File: src/rtl/ctrl_unit_4bit.sv
// Two-cycle FETCH/EXEC instruction sequencer driving the 4-bit datapath control word.
// Optional feature: define CTRL_SINGLE_STEP_EN to add step_req and a PAUSE state after each EXEC.
module ctrl_unit_4bit #(
    parameter int unsigned PC_WIDTH = 4
) (
    input  logic                clk,
    input  logic                reset,
`ifdef CTRL_SINGLE_STEP_EN
    input  logic                step_req,
`endif
    output logic [PC_WIDTH-1:0] inst_addr,
    input  logic [15:0]         inst_data,
    input  logic                V,
    input  logic                C,
    input  logic                N,
    input  logic                Z,
    output logic                load_enable,
    output logic [1:0]          A_select,
    output logic [1:0]          B_select,
    output logic [1:0]          D_select,
    output logic [3:0]          G_select,
    output logic [1:0]          H_select,
    output logic                MB_select,
    output logic                MF_select,
    output logic                MD_select,
    output logic [3:0]          constant_input,
    output logic [3:0]          flags,
    output logic                halted
);

    typedef enum logic [1:0] {
        StFetch,
        StExec,
        StHalt,
        StPause
    } state_e;

    typedef struct packed {
        logic       load;
        logic [1:0] da;
        logic [1:0] aa;
        logic [1:0] ba;
        logic [3:0] g;
        logic [1:0] h;
        logic       mb;
        logic       mf;
        logic       md;
        logic [3:0] k;
    } ctrl_t;

    state_e              state_q;
    logic [PC_WIDTH-1:0] pc_q;
    logic [15:0]         ir_q;
    logic [3:0]          flags_q;
    logic                halted_q;
    ctrl_t               ctrl_q;
    ctrl_t               ctrl_d;

    logic [3:0]          exec_op;
    logic                cond_met;
    logic                branch_taken;
    logic                latch_flags;
    logic [PC_WIDTH-1:0] pc_next;
    logic                unused_bits;

    assign unused_bits = ^{ir_q, inst_data[5:4]};

    // The control word is decoded from the ROM word during FETCH and registered alongside IR,
    // so EXEC outputs come straight from flops and clear asynchronously with reset.
    always_comb begin
        ctrl_d    = '0;
        ctrl_d.da = inst_data[11:10];
        ctrl_d.aa = inst_data[9:8];
        ctrl_d.ba = inst_data[7:6];
        case (inst_data[15:12])
            4'h1: begin ctrl_d.load = 1'b1; ctrl_d.g = 4'b0000; end
            4'h2: begin ctrl_d.load = 1'b1; ctrl_d.g = 4'b0001; end
            4'h3: begin ctrl_d.load = 1'b1; ctrl_d.g = 4'b0010; end
            4'h4: begin ctrl_d.load = 1'b1; ctrl_d.g = 4'b0101; end
            4'h5: begin ctrl_d.load = 1'b1; ctrl_d.g = 4'b0110; end
            4'h6: begin ctrl_d.load = 1'b1; ctrl_d.g = 4'b1000; end
            4'h7: begin ctrl_d.load = 1'b1; ctrl_d.g = 4'b1010; end
            4'h8: begin ctrl_d.load = 1'b1; ctrl_d.g = 4'b1100; end
            4'h9: begin ctrl_d.load = 1'b1; ctrl_d.g = 4'b1110; end
            4'hA: begin ctrl_d.load = 1'b1; ctrl_d.mf = 1'b1; ctrl_d.h = 2'b01; end
            4'hB: begin ctrl_d.load = 1'b1; ctrl_d.mf = 1'b1; ctrl_d.h = 2'b10; end
            4'hC: begin
                ctrl_d.load = 1'b1;
                ctrl_d.mb   = 1'b1;
                ctrl_d.mf   = 1'b1;
                ctrl_d.h    = 2'b00;
                ctrl_d.k    = inst_data[3:0];
            end
            4'hD: begin ctrl_d.load = 1'b1; ctrl_d.md = 1'b1; end
            default: ;
        endcase
    end

    // Branches resolve against latched flags {V,C,N,Z}, never the live status inputs.
    always_comb begin
        exec_op = ir_q[15:12];
        unique case (ir_q[11:10])
            2'b00: cond_met = 1'b1;
            2'b01: cond_met = flags_q[0];
            2'b10: cond_met = flags_q[1];
            2'b11: cond_met = flags_q[2];
            default: cond_met = 1'b0;
        endcase
        branch_taken = (exec_op == 4'hE) && cond_met;
        latch_flags  = (exec_op >= 4'h1) && (exec_op <= 4'h9);
        pc_next      = branch_taken ? ir_q[PC_WIDTH-1:0] : pc_q + PC_WIDTH'(1);
    end

    always_ff @(posedge clk or posedge reset) begin
        if (reset) begin
            state_q  <= StFetch;
            pc_q     <= '0;
            ir_q     <= '0;
            flags_q  <= '0;
            halted_q <= 1'b0;
            ctrl_q   <= '0;
        end else begin
            case (state_q)
                StFetch: begin
                    ir_q    <= inst_data;
                    ctrl_q  <= ctrl_d;
                    state_q <= StExec;
                end
                StExec: begin
                    ctrl_q <= '0;
                    pc_q   <= pc_next;
                    if (latch_flags) begin
                        flags_q <= {V, C, N, Z};
                    end
                    if (exec_op == 4'hF) begin
                        state_q  <= StHalt;
                        halted_q <= 1'b1;
                    end else begin
`ifdef CTRL_SINGLE_STEP_EN
                        state_q <= StPause;
`else
                        state_q <= StFetch;
`endif
                    end
                end
                StHalt: begin
                    state_q <= StHalt;
                end
                StPause: begin
`ifdef CTRL_SINGLE_STEP_EN
                    if (step_req) begin
                        state_q <= StFetch;
                    end
`else
                    state_q <= StFetch;
`endif
                end
                default: state_q <= StFetch;
            endcase
        end
    end

    assign inst_addr      = pc_q;
    assign load_enable    = ctrl_q.load;
    assign D_select       = ctrl_q.da;
    assign A_select       = ctrl_q.aa;
    assign B_select       = ctrl_q.ba;
    assign G_select       = ctrl_q.g;
    assign H_select       = ctrl_q.h;
    assign MB_select      = ctrl_q.mb;
    assign MF_select      = ctrl_q.mf;
    assign MD_select      = ctrl_q.md;
    assign constant_input = ctrl_q.k;
    assign flags          = flags_q;
    assign halted         = halted_q;

endmodule

File: config.mk
export PLATFORM = sky130hd
export DESIGN_NAME = ctrl_unit_4bit
export DESIGN_NICKNAME = d
export VERILOG_FILES = /design/src/rtl/ctrl_unit_4bit.sv
export SDC_FILE = /design/constraint.sdc
export NUM_CORES = 1
export LEC_CHECK = 0
export CAP_MARGIN = 40
export CORE_ASPECT_RATIO = 0.6
export CORE_MARGIN = 4
export CORE_UTILIZATION = 42
export DETAILED_ROUTE_END_ITERATION = 16
export HOLD_SLACK_MARGIN = 0.03
export PLACE_DENSITY = 0.71
export SYNTH_ARGS = -nofsm -noshare
export SYNTH_HDL_FRONTEND = slang
export SYNTH_SLANG_ARGS = --single-unit
File: constraint.sdc
create_clock -name clk -period 1.4 [get_ports clk]
set_input_delay 0.42 -clock clk [delete_from_list [all_inputs] [get_ports clk]]
set_output_delay 0.42 -clock clk [all_outputs]
set_load 0.005 [all_outputs]
* Word-level counts from Yosys, hierarchy flattened
Index checks and enable logic that the tools add are counted.
** Cells by class
- $add $sub $neg :: 1
- Divide/modulo/power cells :: 0
- Magnitude comparators :: 2
- $mul :: 0
- Multiplexer cells :: 12
- Eq/ne operators :: 21
- Bitwise operators :: 0
- Reductions and logical operators :: 9
- Shifts and indexed selects :: 0
** Operators by type and width (number)
- case mux 20 bit (2 select lines) :: 1
- equality test 4 bit (second input constant) :: 8
- case mux 4 bit (8 select lines) :: 1
- equality test 4 x 3 -> 1 bit (second input constant) :: 4
- OR reduction 13 bit :: 1
- equality test 2 bit (second input constant) :: 4
- equality test 4 x 2 -> 1 bit (second input constant) :: 2
- two-way mux 4 bit :: 2
- case mux 2 bit (4 select lines) :: 1
- adder 4 x 1 -> 4 bit (second input constant) :: 1
- equality test 2 x 1 -> 1 bit (second input constant) :: 2
- equality test 4 x 1 -> 1 bit (second input constant) :: 1
- greater-or-equal comparator 4 x 1 -> 1 bit (second input constant) :: 1
- less-or-equal comparator 4 bit (second input constant) :: 1
- zero test 2 bit :: 2
- two-way mux 1 bit :: 4
- case mux 1 bit (4 select lines) :: 1
- case mux 2 bit (2 select lines) :: 1
- AND reduction 2 bit :: 2
- OR reduction 3 bit :: 1
- logical AND 1 bit :: 2
- two-way mux 2 bit :: 1
- nonzero test 2 bit :: 1
** Word-level totals
- Memories :: 0
- Latch bits :: 0
- Register bits :: 47
- Output and inout bits :: 29
- Bits in read-only memories :: 0
- Input port bits :: 22
- Logic and storage cells :: 60
- Bits in writable memories :: 0

* Longest topological paths before layout
- Word-level depth :: 4
- Mapped depth :: 5
- Mapped depth without buffers :: 4

* Worst setup path before layout
No wires, ideal clock.
- Path type :: flip-flop to flip-flop
- Start point :: reg ir_q[13]
- End point :: reg flags_q[0] (netlist: flags[0])
- Buffers on the path :: 0
- Data arrival time :: 1.397 ns
- Stages on the path, launching flop included :: 4
- Setup slack :: -0.122 ns
- Path through :: dfrtp_1 or4_1 nand3_1 mux2_2
** Between the ends
- Cells in the longest elaborated chain, start to end :: 3
- Elaborated cells on any way between the ends :: 4
** Ends and longest elaborated chain
- start, declared :: RTL line 53 : logic [15:0] ir_q;
- start signal, assigned :: RTL line 125 : ir_q <= inst_data;
- greater-or-equal comparator 4 x 1 -> 1 bit or less-or-equal comparator 4 bit (tied branches) :: RTL line 110 : latch_flags = (exec_op >= 4'h1) && (exec_op <= 4'h9);
- logical AND 1 bit * :: RTL line 110
- AND reduction 2 bit (no line) *
- end signal, assigned :: RTL line 133 : flags_q <= {V, C, N, Z};
- end, declared :: RTL line 54 : logic [3:0] flags_q;
Every way passes the cells marked *; elsewhere a longest branch is shown, timed or not.
A chain may end at the register's enable or synchronous reset.

* Worst setup path in the final report
- Start point :: reg ir_q[14]
- End point :: reg flags_q[2] (netlist: flags[2])
Same word-level chain as after synthesis.

==> run metrics <==
run status=finished, violations left; failing checks=setup timing; GPL Wtd Cong=0.760; Diodes inserted=0; Inst Count DP=267; Worst EP required=between 1.5 and 2 ns; IO Port Bufs=48; largest net degree at the start of global routing=42; Post-Synth Adder-Cell Area=less than 1%; delay of the slowest critical-path stage=around 0.54 ns; post-route clock period utilization=110%; io pins=about 50; worst path cell trace=or4_4 > nand3_4 > mux2_4; Detailed Route WL=roughly 4300 microns; Worst VDD drop=around 1.3 mV; initial antenna violation count=0; max-cap violations=0; layout net count=about 270; CTS Buf Count=5; Psw=1.66 mW; cell-internal power=between 3 and 4 mW; pwr/cell area=between 1500 and 2000 nW/um^2; first-pass GRT wire length=between 7000 and 8000 microns; clk_lat worst skew=between 0.2 and 0.3 ns; PnR worst setup slack=-0.133 ns; Mapped Avg Cell Area=approximately 11 sq um; DIE HEIGHT=~57 microns; layout cell share with drive strength beyond 1=roughly a quarter; mux share of post-synthesis cell area=under 10%; antenna viol nets, final=0; CTS tree=done; Leakage=between 1 and 1.5 nW; wire per inst=14.8 microns; Filler Cells Inserted=a little over 300; Final setup violation count=7; Starting Density=45.0%; die width=roughly 90 microns; Reg power frac=about two fifths; Critical Path AT=roughly 1.7 ns; Clock power frac=between 15 and 20%; RSZ-0062 raised after global routing=yes; die area=5180 sq um; CTS H-tree depth=2; Sw Ratio=between 30% and 40%; Synth Area in Compound Gates=13.6%; Clock transition at path regs=~0.07 ns; clock skew=0.00449 ns; Mapped Cells=roughly 160; share of total power in combinational logic=a little under half; Final Hold Viols=0; fin crit period=1.53 ns; Unique masters post-synth=35; xor/xnor cell area share of the yosys netlist=between 1.5 and 2%; via count=about 1500; vias in the first global route=between 1500 and 2000; Syn Nets=about 180; met2 Track Usage GR=between 20% and 30%; Post-Synth Simple-Gate Area=17.1%; Top Usage Layer GRT=met2; Yosys reg bits=41; GRT Util Overall=17.8%; largest family of logic cells by synthesized area=simple AND/OR/NAND/NOR gates; crit-path max FO=4; Non-Filler Instances=290; Area Overhead vs Synth=53.8%; GRT met1 Usage=between 20 and 25%; normalized max-slew margin=between 70% and 80%; gr ovfl total=0; DRC Markers=0; CP max stage cell=or4_4; worst-margin pin slew=about 0.34 ns; Design Area, Final=2620 sq um; kind of critical path=reg2reg; Clock Tree Root=clkbuf_8; Placed Area=2400 sq um; detailed placement HPWL=3190 microns; Placement Rows=17; # clock sinks=41; vias per cell=about 5.1; Initial DRC Count=37; Pre-antenna DRT Iters=6; Critical Path Start Type=flip-flop; clock buffer depth=2; Global Route met3 Usage=under 10%; Synth warnings=0; Core Box Area=~3800 sq um; fin. max-slew vios=0; worst min-delay path class=reg2reg; Synth Cell Area=approximately 1700 sq um; Critical Path Sink Type=flip-flop; Max Clk Rate=roughly 0.65 GHz; register area share after synthesis=60.2%
==> state kept, by name, summed over array words and instances (netlist names), 2 cells and up, named ones only <==
name	count
A_select	2
B_select	2
inst_addr	4
H_select	2
constant_input	4
G_select	4
flags	4
ir_q	10
D_select	2
==> synthesized netlist by cell type <==
cell        n  area share [%]
and3_1      2            0.73
o21ai_1     1            0.29
nor3_1      1            0.29
xnor2_1     1            0.51
a211o_1     1            0.51
o311ai_0    1            0.51
mux2_2      4             2.6
xor2_1      2             1.0
a32o_1      1            0.59
clkinv_1    1            0.22
a21o_1      1            0.44
or3_1       1            0.37
clkbuf_1    7             1.5
inv_1       3            0.66
ha_1        1            0.73
or4_1       1            0.44
nand2_1    46              10
a21oi_1     3            0.88
mux2i_1     3             1.8
nor2b_1     1            0.37
o31ai_1     1            0.44
nor2_1      2            0.44
o21ai_0     8             2.3
nand3b_1    1            0.44
o21bai_1    1            0.44
nor3b_2     1            0.73
a22oi_1     1            0.44
nand3_1     4             1.2
a2111oi_4   1             1.6
a22o_1     10             5.1
nand4_1     1            0.37
dfrtp_1    41              60
nand4b_1    1            0.51
or2_2       1            0.37
nand2b_1    2            0.73
==> layer usage <==
layer / vias to the layer above / wire, microns
met5: - / 0
met4: 0 / 14
li1: 713 / -
met3: 2 / 262
met2: 45 / 2040
met1: 730 / 1970
==> path summary, 6_finish.rpt <==
check	slack [ns]	cells after the start	from	to
worst max-delay path	-0.13	3	ir_q[14]	flags[2]
worst min-delay path	0.47	1	halted	halted
worst max register to register	-0.13	3	ir_q[14]	flags[2]
worst min register to register	0.47	1	halted	halted
max in group asynchronous	0.70	3	reset	G_select[1]
min in group asynchronous	0.50	3	reset	B_select[0]
==> power groups by stage <==
| stage | Clock (mW) | Combinational, mW | Sequential [mW] |
|---|---|---|---|
| 3_3_place_gp | 0 | 1.96 | 1.90 |
| 5_1_grt | 0.833 | 2.49 | 1.94 |
| 2_1_floorplan | 0 | 0.909 | 1.92 |
| 4_1_cts | 0.792 | 2.24 | 1.87 |
| 6_report | 0.752 | 2.27 | 1.88 |
| 3_5_place_dp | 0 | 2.04 | 1.93 |
==> critical path: cells and delay by family, from the launching register on <==
kind / cells / cell delay (ns)
muxes: 1 / 0.31
DFF: 1 / 0.42
and+or+nand+nor: 2 / 0.68
==> stage by stage <==
step | power (mW) | TNS (ns) | hold WS, ns | setup slack, ns | util (%)
after floorplan | 2.83 | -0.369 | 0.437 | -0.0854 | -
after global placement | 3.86 | -3.02 | 0.455 | -0.231 | 63.5
after detailed placement | 3.98 | -3.85 | 0.462 | -0.316 | 63.5
after CTS | 4.91 | -0.810 | 0.478 | -0.149 | 68.1
after global routing | 5.26 | -1.14 | 0.493 | -0.185 | 69.3
final | 4.90 | -0.741 | 0.473 | -0.133 | 69.3
==> final cells by class <==
cell class	count	area (sq um)	area share (%)
repair buffers	85	741	28.2
inverters	4	15.0	0.573
flip-flops and latches	41	1030	39.1
well taps	47	58.8	2.24
clock buffers	7	86.3	3.29
multi-input cells	106	696	26.5
==> kinds of logic after synthesis <==
| group | Yosys count |
|---|---|
| AND/OR/NAND/NOR | 65 |
| flip-flops | 41 |
| AO/OA/AOI/OAI | 30 |
| buffers and inverters | 11 |
| XOR/XNOR | 3 |
| multiplexers | 7 |
| adder cells (fa/ha/maj) | 1 |
==> what timing repair did <==
item,in CTS,in global routing
pin swaps,1,3
gates resized for setup,44,10
buffers inserted,13,3
endpoints found under the setup margin,41,22
hold buffers,0,0
==> cell usage in the layout, fill, tap and decap left out, types with 2 or more instances in the layout <==
cell type	count
nand2_1	46
clkbuf_8	6
mux2_4	4
dlygate4sd2_1	23
o21ai_1	3
a22o_1	10
nor2_1	2
buf_4	36
nand3_1	2
a21oi_1	3
buf_2	2
clkdlybuf4s50_1	16
and3_1	2
mux2i_1	2
xor2_1	2
nand2b_1	2
o21ai_0	6
dfrtp_1	41
clkdlybuf4s15_1	3
inv_1	3
dlymetal6s2s_1	3
Power figures use the tool's default switching activity.
